[src/rtl/muldiv_pkg.sv]
// Shared definitions for the M-extension divide path: widths, divide/remainder
// op codes ({opcode[6:0], funct3}), the controller state enum and a small
// op-decoding helper. Used by the decoder, the divider and the controller.
package muldiv_pkg;

    localparam int unsigned XLEN  = 64;
    localparam int unsigned TAG_W = 5;
    localparam int unsigned OP_W  = 10;

    localparam logic [6:0] OPC_OP   = 7'b0110011;
    localparam logic [6:0] OPC_OP32 = 7'b0111011;

    localparam logic [OP_W-1:0] OP_DIV   = {OPC_OP, 3'b100};
    localparam logic [OP_W-1:0] OP_DIVU  = {OPC_OP, 3'b101};
    localparam logic [OP_W-1:0] OP_REM   = {OPC_OP, 3'b110};
    localparam logic [OP_W-1:0] OP_REMU  = {OPC_OP, 3'b111};
    localparam logic [OP_W-1:0] OP_DIVW  = {OPC_OP32, 3'b100};
    localparam logic [OP_W-1:0] OP_DIVUW = {OPC_OP32, 3'b101};
    localparam logic [OP_W-1:0] OP_REMW  = {OPC_OP32, 3'b110};
    localparam logic [OP_W-1:0] OP_REMUW = {OPC_OP32, 3'b111};

    typedef enum logic [2:0] {
        StIdle,
        StIssue,
        StWait,
        StDrain,
        StResp
    } div_state_e;

    // True for the 32-bit (W) forms.
    function automatic logic is_w_op(input logic [OP_W-1:0] op);
        return op[OP_W-1:3] == OPC_OP32;
    endfunction

endpackage

[src/rtl/div_special_case.sv]
// Combinational classifier for divide/remainder requests that need no divider.
// Ports:
//   op, rs1, rs2 : request op code and operands
//   is_zero      : divisor is zero (low 32 bits for W forms)
//   is_ovf       : signed overflow (most-negative / -1)
//   is_bad_op    : op code is not one of the eight divide/remainder ops
//   result       : fast-path result, valid when any of the three flags is set
module div_special_case
    import muldiv_pkg::*;
(
    input  logic [OP_W-1:0] op,
    input  logic [XLEN-1:0] rs1,
    input  logic [XLEN-1:0] rs2,
    output logic            is_zero,
    output logic            is_ovf,
    output logic            is_bad_op,
    output logic [XLEN-1:0] result
);

    logic            is_w;
    logic            is_rem;
    logic            is_signed;
    logic            div0;
    logic            ovf;
    logic [XLEN-1:0] rs1_w;

    always_comb begin
        is_w      = is_w_op(op);
        is_bad_op = !(((op[OP_W-1:3] == OPC_OP) || is_w) && op[2]);
        is_rem    = op[1];
        is_signed = !op[0];
        rs1_w     = {{32{rs1[31]}}, rs1[31:0]};

        div0 = is_w ? (rs2[31:0] == 32'h0) : (rs2 == '0);
        ovf  = is_signed && (is_w ? ((rs1[31:0] == 32'h8000_0000) && (rs2[31:0] == '1))
                                  : ((rs1 == {1'b1, {(XLEN-1){1'b0}}}) && (rs2 == '1)));

        is_zero = !is_bad_op && div0;
        is_ovf  = !is_bad_op && ovf;

        // Unlisted op codes fall through to zero.
        result = '0;
        if (is_zero) begin
            result = is_rem ? (is_w ? rs1_w : rs1) : '1;
        end else if (is_ovf) begin
            // For W forms rs1[31:0] is 0x80000000 here, so rs1_w is the
            // sign-extended most-negative value.
            result = is_rem ? '0 : (is_w ? rs1_w : rs1);
        end
    end

endmodule

[src/rtl/div_ctrl.sv]
// Sequencer between execute and the iterative radix-2 divider. Resolves
// divide-by-zero, signed overflow, unlisted ops and single-entry cache hits
// in one cycle; launches the divider for everything else and returns results
// on a valid/ready port. Flush drops in-flight work (draining the divider).
// Ports:
//   clk, rst (sync, active low), flush
//   req_*  : request handshake, op code, operands, destination tag
//   resp_* : response handshake, result, tag
//   busy   : controller not idle
//   div_*  : divider launch pulse, held operands, busy/done/result from divider
module div_ctrl
    import muldiv_pkg::*;
(
    input  logic             clk,
    input  logic             rst,
    input  logic             flush,
    input  logic             req_valid,
    output logic             req_ready,
    input  logic [OP_W-1:0]  req_op,
    input  logic [XLEN-1:0]  req_rs1,
    input  logic [XLEN-1:0]  req_rs2,
    input  logic [TAG_W-1:0] req_tag,
    output logic             resp_valid,
    input  logic             resp_ready,
    output logic [XLEN-1:0]  resp_data,
    output logic [TAG_W-1:0] resp_tag,
    output logic             busy,
    output logic             div_start,
    output logic [OP_W-1:0]  div_op,
    output logic [XLEN-1:0]  div_dividend,
    output logic [XLEN-1:0]  div_divisor,
    input  logic             div_busy,
    input  logic             div_done,
    input  logic [XLEN-1:0]  div_result
);

    div_state_e       state_q, state_d;
    logic [OP_W-1:0]  op_q;
    logic [XLEN-1:0]  rs1_q, rs2_q, result_q, result_d;
    logic [TAG_W-1:0] tag_q;
    logic             start_q, start_d;
    logic             cache_valid_q;
    logic [OP_W-1:0]  cache_op_q;
    logic [XLEN-1:0]  cache_rs1_q, cache_rs2_q, cache_result_q;

    logic            sc_zero, sc_ovf, sc_bad;
    logic [XLEN-1:0] sc_result;
    logic            cache_hit, accept, cache_we;

    div_special_case u_special (
        .op        (req_op),
        .rs1       (req_rs1),
        .rs2       (req_rs2),
        .is_zero   (sc_zero),
        .is_ovf    (sc_ovf),
        .is_bad_op (sc_bad),
        .result    (sc_result)
    );

    assign cache_hit = cache_valid_q && (req_op == cache_op_q) &&
                       (req_rs1 == cache_rs1_q) && (req_rs2 == cache_rs2_q);

    always_comb begin
        state_d    = state_q;
        start_d    = 1'b0;
        result_d   = result_q;
        accept     = 1'b0;
        cache_we   = 1'b0;
        req_ready  = 1'b0;
        resp_valid = 1'b0;
        unique case (state_q)
            StIdle: begin
                req_ready = !flush && rst;
                if (req_valid && !flush) begin
                    accept = 1'b1;
                    if (sc_zero || sc_ovf || sc_bad) begin
                        result_d = sc_result;
                        state_d  = StResp;
                    end else if (cache_hit) begin
                        result_d = cache_result_q;
                        state_d  = StResp;
                    end else begin
                        start_d = !div_busy && !div_done;
                        state_d = StIssue;
                    end
                end
            end
            StIssue: begin
                if (start_q) begin
                    // Pulse is on the wire this cycle; the divider will finish.
                    state_d = flush ? StDrain : StWait;
                end else if (flush) begin
                    state_d = StIdle;
                end else begin
                    start_d = !div_busy && !div_done;
                end
            end
            StWait: begin
                if (div_done) begin
                    cache_we = 1'b1;
                    if (flush) begin
                        state_d = StIdle;
                    end else begin
                        result_d = div_result;
                        state_d  = StResp;
                    end
                end else if (flush) begin
                    state_d = StDrain;
                end
            end
            StDrain: begin
                if (div_done) begin
                    cache_we = 1'b1;
                    state_d  = StIdle;
                end
            end
            StResp: begin
                resp_valid = !flush;
                if (flush || resp_ready) begin
                    state_d = StIdle;
                end
            end
            default: state_d = StIdle;
        endcase
    end

    always_ff @(posedge clk) begin
        if (!rst) begin
            state_q        <= StIdle;
            start_q        <= 1'b0;
            op_q           <= '0;
            rs1_q          <= '0;
            rs2_q          <= '0;
            tag_q          <= '0;
            result_q       <= '0;
            cache_valid_q  <= 1'b0;
            cache_op_q     <= '0;
            cache_rs1_q    <= '0;
            cache_rs2_q    <= '0;
            cache_result_q <= '0;
        end else begin
            state_q  <= state_d;
            start_q  <= start_d;
            result_q <= result_d;
            if (accept) begin
                op_q  <= req_op;
                rs1_q <= req_rs1;
                rs2_q <= req_rs2;
                tag_q <= req_tag;
            end
            if (cache_we) begin
                cache_valid_q  <= 1'b1;
                cache_op_q     <= op_q;
                cache_rs1_q    <= rs1_q;
                cache_rs2_q    <= rs2_q;
                cache_result_q <= div_result;
            end
        end
    end

    assign resp_data    = result_q;
    assign resp_tag     = tag_q;
    assign busy         = state_q != StIdle;
    assign div_start    = start_q;
    assign div_op       = op_q;
    assign div_dividend = rs1_q;
    assign div_divisor  = rs2_q;

endmodule
[config.mk]
export PLATFORM = sky130hd
export DESIGN_NAME = div_ctrl
export DESIGN_NICKNAME = d
export VERILOG_FILES = /design/src/rtl/muldiv_pkg.sv /design/src/rtl/div_special_case.sv /design/src/rtl/div_ctrl.sv
export SDC_FILE = /design/constraint.sdc
export NUM_CORES = 1
export LEC_CHECK = 0
export CAP_MARGIN = 20
export CORE_ASPECT_RATIO = 0.9
export CORE_UTILIZATION = 51
export CTS_CLUSTER_SIZE = 30
export DETAILED_ROUTE_END_ITERATION = 10
export MAX_ROUTING_LAYER = met4
export PLACE_DENSITY = 0.81
export SYNTH_ARGS = -nofsm -noshare
export SYNTH_HDL_FRONTEND = slang
export SYNTH_SLANG_ARGS = --single-unit
[constraint.sdc]
create_clock -name clk -period 3.4 [get_ports clk]
set_clock_uncertainty 0.05 [all_clocks]
set_input_delay 0.68 -clock clk [delete_from_list [all_inputs] [get_ports clk]]
set_output_delay 0.68 -clock clk [all_outputs]
set_load 0.05 [all_outputs]
After elaboration in Yosys (flattened, before gate mapping)
Cells that the tools add are included.
{ "word_totals": {"ff_bits": 414, "out_inout_bits": 211, "word_cells": 99} }
{ "op_classes": {"mux": 37, "n_reduce_logical": 29, "n_eq_ne": 21} }
{ "op_table": {"columns": ["op", "count"], "rows": [
  ["2-to-1 mux 64 bit", 10],
  ["equality test 64 bit", 2],
  ["equality test 64 bit, second input constant", 2],
  ["one-hot mux 64 bit (2 select lines)", 1],
  ["equality test 32 bit, second input constant", 2],
  ["zero test 64 bit", 1],
  ["zero test 32 bit", 1],
  ["2-to-1 mux 3 bit", 10],
  ["one-hot mux 3 bit (5 select lines)", 1],
  ["equality test 7 x 6 -> 1 bit, second input constant", 2],
  ["2-to-1 mux 1 bit", 14],
  ["logical AND 1 bit", 12],
  ["equality test 10 bit", 1],
  ["!= test 2 bit, second input constant", 5],
  ["AND reduction 5 bit", 2],
  ["!= test 3 bit, second input constant", 3],
  ["equality test 3 x 2 -> 1 bit, second input constant", 2],
  ["zero test 1 bit", 5],
  ["logical OR 1 bit", 4],
  ["equality test 3 x 1 -> 1 bit, second input constant", 1],
  ["equality test 3 bit, second input constant", 1],
  ["zero test 3 bit", 1],
  ["nonzero test 3 bit", 1],
  ["one-hot mux 1 bit (2 select lines)", 1],
  ["other kinds (2)", 2]
]} }

Depth between registers and ports, before layout
Gate-level depths: netlist of the first run.
{ "depth": {"depth_word": 10, "depth_mapped": 11, "mapped_depth_nobuf": 8} }

By module
A second synthesis of the first run with hierarchy kept.
{ "hier_totals": {"cells_unflattened": 2525, "area_unflattened_um2": 20026.7} }
{ "modules_own_cells": {"columns": ["module", "area_per_inst_um2", "n_inst", "cells_each", "seq_area_each_um2"], "rows": [
  ["div_ctrl", 18416.4, 1, 2289, 8287.9],
  ["div_special_case", 1610.3, 1, 236, 0.0]
]} }

Least setup slack after synthesis of the first run
No wires, ideal clock.
{ "synth_timing": {"path_kind": "input port to flip-flop", "from": "input port flush", "to": "register state_q[1]", "stages": 8, "t_required_ps": 3222, "slack_ps": 8, "arrival_ps": 3214, "setup_ps": 128, "n_path_buf": 0, "path_cell_list": "nor4b_1 -> nor2b_1 -> nor2_1 -> o21ai_0 -> nand2b_1 -> nand2_1 -> a21oi_1 -> nor3b_1"} }
{ "synth_between": {"elab_chain_len": 4, "word_cells_on_any_way": 8, "cone_classes": "eq/ne: 4; reduce/logical: 4"} }
{ "synth_rtl": {"columns": ["element", "line", "text"], "rows": [
  ["from (decl)", "div_ctrl.sv:16", "input logic flush,"],
  ["zero test 1 bit", "div_ctrl.sv:74", "if (req_valid && !flush) begin"],
  ["logical AND 1 bit", "div_ctrl.sv:74", null],
  ["!= test 2 bit (no source line)", null, null],
  ["AND reduction 5 bit (no source line) (*)", null, null],
  ["to (signal assigned)", "div_ctrl.sv:129", "state_q <= StIdle;"],
  ["to (signal assigned)", "div_ctrl.sv:142", "state_q <= state_d;"],
  ["to (decl)", "div_ctrl.sv:37", "div_state_e state_q, state_d;"]
]} }
Every way passes the cells marked *; elsewhere a longest branch is shown, timed or not.
A chain may end at the register's enable or synchronous reset.

Worst setup path after layout of the first run
{ "layout_timing": {"from": "input port req_rs2[26]", "to": "register result_q[51] (netlist: resp_data[51])"} }
{ "layout_between": {"elab_chain_len": 10, "word_cells_on_any_way": 22, "cone_classes": "eq/ne: 4; mux: 7; reduce/logical: 11"} }
{ "layout_rtl": {"columns": ["element", "line", "text"], "rows": [
  ["from (decl)", "div_ctrl.sv:21", "input logic [XLEN-1:0] req_rs2,"],
  ["equality test 64 bit / equality test 32 bit (equally long branches)", "div_special_case.sv:36, div_special_case.sv:35", null],
  ["logical AND 1 bit (on tied branches)", "div_special_case.sv:36, div_special_case.sv:35", null],
  ["2-to-1 mux 1 bit", "div_special_case.sv:35", "ovf = is_signed && (is_w ? ((rs1[31:0] == 32'h8000_0000) && (rs2[31:0] == '1))"],
  ["logical AND 1 bit", "div_special_case.sv:35", null],
  ["logical AND 1 bit", "div_special_case.sv:39", "is_ovf = !is_bad_op && ovf;"],
  ["2-to-1 mux 64 bit / logical OR 1 bit (equally long branches)", "div_special_case.sv:45, div_ctrl.sv:76", null],
  ["2-to-1 mux 64 bit / logical OR 1 bit (equally long branches)", "div_special_case.sv:43, div_ctrl.sv:76", null],
  ["2-to-1 mux 64 bit", "div_ctrl.sv:76", "if (sc_zero || sc_ovf || sc_bad) begin"],
  ["2-to-1 mux 64 bit", "div_ctrl.sv:74", null],
  ["one-hot mux 64 bit (2 select lines)", "div_ctrl.sv:71", "unique case (state_q)"],
  ["to (signal assigned)", "div_ctrl.sv:144", "result_q <= result_d;"],
  ["to (decl)", "div_ctrl.sv:39", "logic [XLEN-1:0] rs1_q, rs2_q, result_q, result_d;"]
]} }
Parallel ways exist; a longest one is shown, timed or not. The select of a mux whose other input is x is not followed.

==> results.md, run 1 <==
- Status: finished with violations
- Failing checks: design-rule violations
- XOR/XNOR Fraction of Synth Area: 4.02%
- Worst Setup End Kind: register
- Largest area contributor in the synthesized netlist: dfxtp_1
- Final HPWL DP: 58200 µm
- Fin cells: 3481
- Port Buf Inserts: ~420
- Post-route ant nets: 0
- Mean area per synthesized cell: 7.85 µm²
- Sequential-to-total area share from yosys stat: 43.2%
- Net count after synthesis: around 2700
- Clock slew at reported path FFs: around 60 ps
- Die width: 206 µm
- Worst Path Required: roughly 3800 ps
- Dpl cells: 3401
- Critical path class: primary input to register
- Max Slew Vio Count: 0
- Hold crit path type: register to register
- Post-Route WL: 81200 µm
- PwrDens: approximately 440 mW/mm²
- Yosys cell types: 58
- Main flop type after synthesis: dfxtp_1
- Worst Path Arrival: approximately 3700 ps
- Initial cell density of the core: between 50% and 60%
- Layout Nets: 3178
- Number of I/O pins: between 400 and 500
- Starting DRT DRC Count: approximately 2400
- Core box area: around 0.037 mm²
- Vias in the first global route: between 15000 and 20000
- Full die area: 0.0384 mm²
- Final core utilization: a little over 70%
- DRC: 26
- Final hold viol count: 0
- Main combinational cell family by area after synthesis: compound AO/OA/AOI/OAI gates
- Synth Instances: 2444
- Lkg Pwr: about 9.2 nW
- Largest net degree at the start of global routing: 290
- Relative max-transition margin: ~15%
- CTS H-Tree Depth: 2
- VDD IR-drop max: 498 µV
- Unrepaired setup endpoints after global routing: false
- Startpoint Class: primary input
- Tot GR Track Use: between 40% and 50%
- Worst slew pin tran: ~1300 ps
- Minimum clock period: approximately 3400 ps
- Synth Register Bits: 414
- Multiplexer share of the synthesized area: 0%
- First-pass GRT wire length: ~120000 µm
- Initial antenna violation count: 1
- Layout cells sized above 1: roughly 11%
- Row count: between 60 and 70
- CTS tree: done
- Final Wtd Congestion: between 1 and 1.5
- Fmax: roughly 300 MHz
- Fraction of registers with async set/reset: 0%
- Ranking of synthesized cells by area: dfxtp_1 43%, nand2_1 15%, a21boi_0 14%
- WL/cell: about 23 µm
- Setup violators final: 0
- Clk buf depth: 3
- Setup TNS Final: 0 ps
- Clk sinks: roughly 410
- Synth top area share: 43.2%
- Layout area overhead: 40.3%
- Max-Cap Viols: 0
- Period utilisation layout: 99.1%
- Vias: about 21000
- Post-Synth Adder-Cell Area: 0%
- Die Y: around 190 µm
- Number of synthesized flops with an enable pin: 0
- Clk Latency, worst-skew pair: 560 ps
- Root Buffer: clkbuf_16
- Synth Warn #: 0
- Synthesized area: about 0.019 mm²
- Pre-antenna DRT Iters: 10
- Cts bufs inserted: 44
- Vias per std cell: about 6
- Post-synthesis compound-gate area fraction: around 26%
- Post-synthesis simple-gate area fraction: between 20 and 25%
- Worst Path Max Fanout: 25
- Remaining Overflow, GRT: 0
critical path, cell delays in order:
cell and delay [ps]:
clkdlybuf4s50_1 540, nor4_1 480, nand4_1 260, or4_1 490, buf_4 190, o21ba_2 220, o21ai_4 80, and2_2 240
or2_2 230, buf_12 210, o22ai_1 100
layout make-up:
| type | instances | area, µm² |
|---|---|---|
| Antenna cell | 1 | 2.50 |
| Clock buffer | 60 | 1270 |
| Clock inverter | 19 | 251 |
| Fill cell | 2886 | 10200 |
| Inverter | 81 | 304 |
| Multi-Input combinational cell | 1763 | 9910 |
| Sequential cell | 414 | 8290 |
| Tap cell | 483 | 604 |
| Timing Repair Buffer | 660 | 6290 |
path summary, 6_finish.rpt:
| check | from | to | slack (ps) | cells after the start |
|---|---|---|---|---|
| min reg2reg | cache_result_q[10]$_SDFFE_PN0P_ | cache_result_q[10]$_SDFFE_PN0P_ | 410 | 2 |
| min | cache_result_q[10]$_SDFFE_PN0P_ | cache_result_q[10]$_SDFFE_PN0P_ | 410 | 2 |
| max | req_rs2[26] | resp_data[51]$_SDFFE_PN0P_ | 30 | 11 |
| max reg2reg | cache_rs1_q[22]$_SDFFE_PN0P_ | resp_data[11]$_SDFFE_PN0P_ | 400 | 12 |
power breakdown:
group          total, mW  switching (mW)  internal (mW)
Sequential          5.01          0.0782           4.93
Clock               5.15            2.07           3.07
Combinational       1.63           0.950          0.682
Total               11.8            3.10           8.69
repair_timing:
action / CTS / global route
hold buffers: 0 / 0
endpoints found under the setup margin: 65 / 60
gates resized for setup: 3 / 6
setup buffers: 0 / 0
cell usage after synthesis (7+ instances only):
cell	instances
nand2_1	764
dfxtp_1	414
a21boi_0	346
clkbuf_1	155
o21ai_0	90
o22ai_1	83
inv_1	81
o211ai_1	62
xnor2_1	54
nor4_1	49
nor2_1	44
a21oi_1	39
nand4_1	39
o221ai_1	34
xor2_1	34
buf_2	16
nand2b_1	11
nor2b_1	11
buf_1	9
nand3_1	8
a2111oi_0	7
routing by layer:
layer / share of wire, % / vias up / GRT usage (%) / wire length, µm
li1: - / 9435 / - / -
met1: 41 / 9954 / 56.3 / 33000
met2: 45 / 1273 / 64.3 / 36100
met3: 11 / 193 / 6.86 / 8750
met4: 4.0 / 0 / 16.2 / 3250
met5: 0 / - / - / 0
layout by cell type (no fill, tap or decap), drive strengths merged, types with 34 or more instances in the layout:
cell type,count
nor4,49
clkbuf,60
dfxtp,414
nand2,764
inv,82
o21ai,98
o22ai,83
buf,238
o221ai,34
xnor2,54
a21oi,39
nor2,44
nand4,39
clkdlybuf4s50,421
xor2,34
a21boi,346
o211ai,62
stage by stage:
stage | worst slack [ps] | hold slack, ps | total power [mW] | instance area, µm²
after floorplan | 7.95 | 390 | 5.75 | 19200
after global placement | -609 | 397 | 6.69 | 25400
after detailed placement | -707 | 405 | 6.70 | 25400
after CTS | 31.4 | 414 | 11.7 | 26900
after global routing | 1.81 | 429 | 12.0 | 26900
final | 30.3 | 413 | 11.8 | 26900
registers in the layout, indices dropped and copies added, names as in the netlist, 10 cells and up:
register	flops
cache_op_q	10
cache_result_q	64
cache_rs1_q	64
cache_rs2_q	64
div_dividend	64
div_divisor	64
div_op	10
resp_data	64
cell families (layout without fill, tap and decap cells):
family / count (synthesis) / in the layout
AND/OR/NAND/NOR: 975 / 975
AO/OA/AOI/OAI: 700 / 700
flip-flops: 414 / 414
buffers and inverters: 267 / 820
XOR/XNOR: 88 / 88
other: 0 / 1
Note: power is estimated with default switching activity, not from simulation.
==> run 2: changes to the inputs <==
--- a/config.mk
+++ b/config.mk
@@ -5,13 +5,11 @@
 export SDC_FILE = /design/constraint.sdc
 export NUM_CORES = 1
 export LEC_CHECK = 0
-export CAP_MARGIN = 20
 export CORE_ASPECT_RATIO = 0.9
-export CORE_UTILIZATION = 51
+export CORE_UTILIZATION = 30
 export CTS_CLUSTER_SIZE = 30
 export DETAILED_ROUTE_END_ITERATION = 10
 export MAX_ROUTING_LAYER = met4
-export PLACE_DENSITY = 0.81
 export SYNTH_ARGS = -nofsm -noshare
 export SYNTH_HDL_FRONTEND = slang
 export SYNTH_SLANG_ARGS = --single-unit
==> results.md, run 2 (synthesis gave the netlist of run 1 again) <==
- Clk Latency, worst-skew pair: 600 ps (+40 ps)
- Largest net degree at the start of global routing: 209 (-28%)
- Status: complete, no violations
- Storage cell area: 0.00829 mm² (unchanged)
- Fin cells: 3878 (+11%)
- Remaining Overflow, GRT: 0 (unchanged)
- Relative max-transition margin: 42.9% (+28 points)
- Root Buffer: clkbuf_16
- Die Y: 242 µm (+30%)
- Fmax: 300 MHz (+1.1%)
- Initial antenna violation count: 9 (+8)
- Max Slew Vio Count: 0 (unchanged)
- Minimum clock period: 3330 ps (-36.0 ps)
- Tot GR Track Use: 27.5% (-15 points)
- Total power: 12.0 mW (+1.5%)
- Clk sinks: 414 (unchanged)
- Post-route ant nets: 0 (unchanged)
- Hold crit path type: register to register
- Startpoint Class: primary input
- Lkg Pwr: 9.39 nW (+1.6%)
- Setup violators final: 0 (unchanged)
- Vias in the first global route: 19800 (+0.31%)
- Commonest non-fill, non-tap cell in the layout: nand2_1
- CTS tree: done
- Clk network pwr share: 44.1% (+0.4 points)
- Combinational Power Share: 14.1% (+0.3 points)
- Worst Setup End Kind: register
- Die width: 269 µm (+30%)
- Worst Path Arrival: 3790 ps (+50 ps)
- P_sw: 3.30 mW (+6.6%)
- Final Wtd Congestion: 0.976 (-6.1%)
- Vias: 20300 (-2.7%)
- Final hold viol count: 0 (unchanged)
- Pint: 8.65 mW (-0.36%)
- Full die area: 0.0650 mm² (+69%)
- VDD IR-drop max: 289 µV (-42%)
- Core box area: 0.0629 mm² (+69%)
- CTS H-Tree Depth: 2 (unchanged)
- Port Buf Inserts: 424 (unchanged)
- Multi-input gate area: 0.00994 mm² (+0.30%)
- Layout area overhead: 44.0%
- Post-Route WL: 89600 µm (+10%)
- Max-Cap Viols: 0 (unchanged)
- Dpl cells: 3780 (+11%)
- Starting DRT DRC Count: 1769 (-26%)
- Layout Nets: 3199 (+0.66%)
- WL/cell: 23.1 µm (-0.90%)
- Most frequent cells in the layout: 763 x nand2_1, 417 x clkdlybuf4s50_1, 414 x dfxtp_1
- PwrDens: 433 mW/mm² (-1.1%)
- First-pass GRT wire length: 130000 µm (+9.0%)
- Period utilisation layout: 98.0% (-1.1 points)
- Initial cell density of the core: 30.5% (-21 points)
- Clk buf depth: 3 (unchanged)
- Worst slew pin tran: 857 ps (-415 ps)
- Final HPWL DP: 65300 µm (+12%)
- Worst Path Max Fanout: 33 (+32%)
- Cts bufs inserted: 48 (+9.1%)
- Row count: 87 (+30%)
- Unrepaired setup endpoints after global routing: false
- Sequential Power Share: 41.9% (-0.6 points)
- Worst Path Required: 3860 ps (+90 ps)
- DRC: 0 (-100%)
- Post-CTS Setup Bufs: 0 (unchanged)
- Number of I/O pins: 425 (unchanged)
- Net Sw Frac: 27.6% (+1.3 points)
- Layout cells sized above 1: 12.0% (+0.92 points)
- Fillers: 6299 (+120%)
- Vias per std cell: 5.23 (-13%)
- Clock slew at reported path FFs: 60 ps (about the same)
- Pre-antenna DRT Iters: 5 (-5)
- Critical path class: primary input to register
==> run 2: routing by layer <==
| metal | global-route usage [%] | up-vias | wire, µm |
|---|---|---|---|
| li1 | - | 9499 | - |
| met1 | 35.1 | 9841 | 38400 |
| met2 | 42.8 | 800 | 41300 |
| met3 | 5.47 | 150 | 6800 |
| met4 | 9.54 | 0 | 3090 |
| met5 | - | - | 0 |
==> run 2: through the flow <==
stage	cell area, µm²	hold WS, ps	TNS [ps]	setup WS, ps	utilization, %
2_1_floorplan	19200	390	0	7.95	-
3_3_place_gp	25900	397	-44650	-707	41.2
3_5_place_dp	25900	407	-45200	-737	41.2
4_1_cts	27500	415	0	16.3	43.8
5_1_grt	27600	434	0	2.80	43.9
6_report	27600	412	0	66.3	43.9
==> run 2: area by class of cell <==
type | instances | share of cell area, %
multi-input combinational | 1763 | 36.0
tap | 845 | 3.83
antenna | 8 | 0.0724
inverter | 81 | 1.10
timing repair buffer | 677 | 23.3
clock inverter | 23 | 0.711
sequential | 414 | 30.0
clock buffer | 67 | 5.04
==> run 2: final timing paths <==
| path | from | to | slack [ps] | depth (start not counted) |
|---|---|---|---|---|
| setup / recovery | req_rs1[38] | resp_data[30]$_SDFFE_PN0P_ | 70 | 13 |
| hold / removal | cache_result_q[26]$_SDFFE_PN0P_ | cache_result_q[26]$_SDFFE_PN0P_ | 410 | 2 |
| setup reg to reg | cache_rs2_q[47]$_SDFFE_PN0P_ | resp_data[39]$_SDFFE_PN0P_ | 380 | 11 |
| hold reg to reg | cache_result_q[26]$_SDFFE_PN0P_ | cache_result_q[26]$_SDFFE_PN0P_ | 410 | 2 |
==> run 2: worst max-delay path, stage by stage <==
cell	delay, ps
clkdlybuf4s50_1	400
buf_4	170
or4_1	590
nor4_2	280
buf_4	160
nand4_1	160
o21a_1	330
o21ai_4	210
and2_2	200
buf_4	110
o21ai_2	70
buf_12	210
o22ai_1	200
==> run 2: power groups by stage <==
stage          sequential [mW]  combinational (mW)  clock, mW
2_1_floorplan             5.36               0.393          0
3_3_place_gp              5.11                1.66          0
3_5_place_dp              5.11                1.66          0
4_1_cts                   5.00                1.67       5.36
5_1_grt                   5.01                1.75       5.56
6_report                  5.01                1.68       5.27
==> run 2: timing repair <==
item                                    4_1_cts  5_1_grt
endpoints found under the setup margin       65       65
pin swaps                                     2        3
hold buffers                                  0        0
gates resized for setup                       2       18
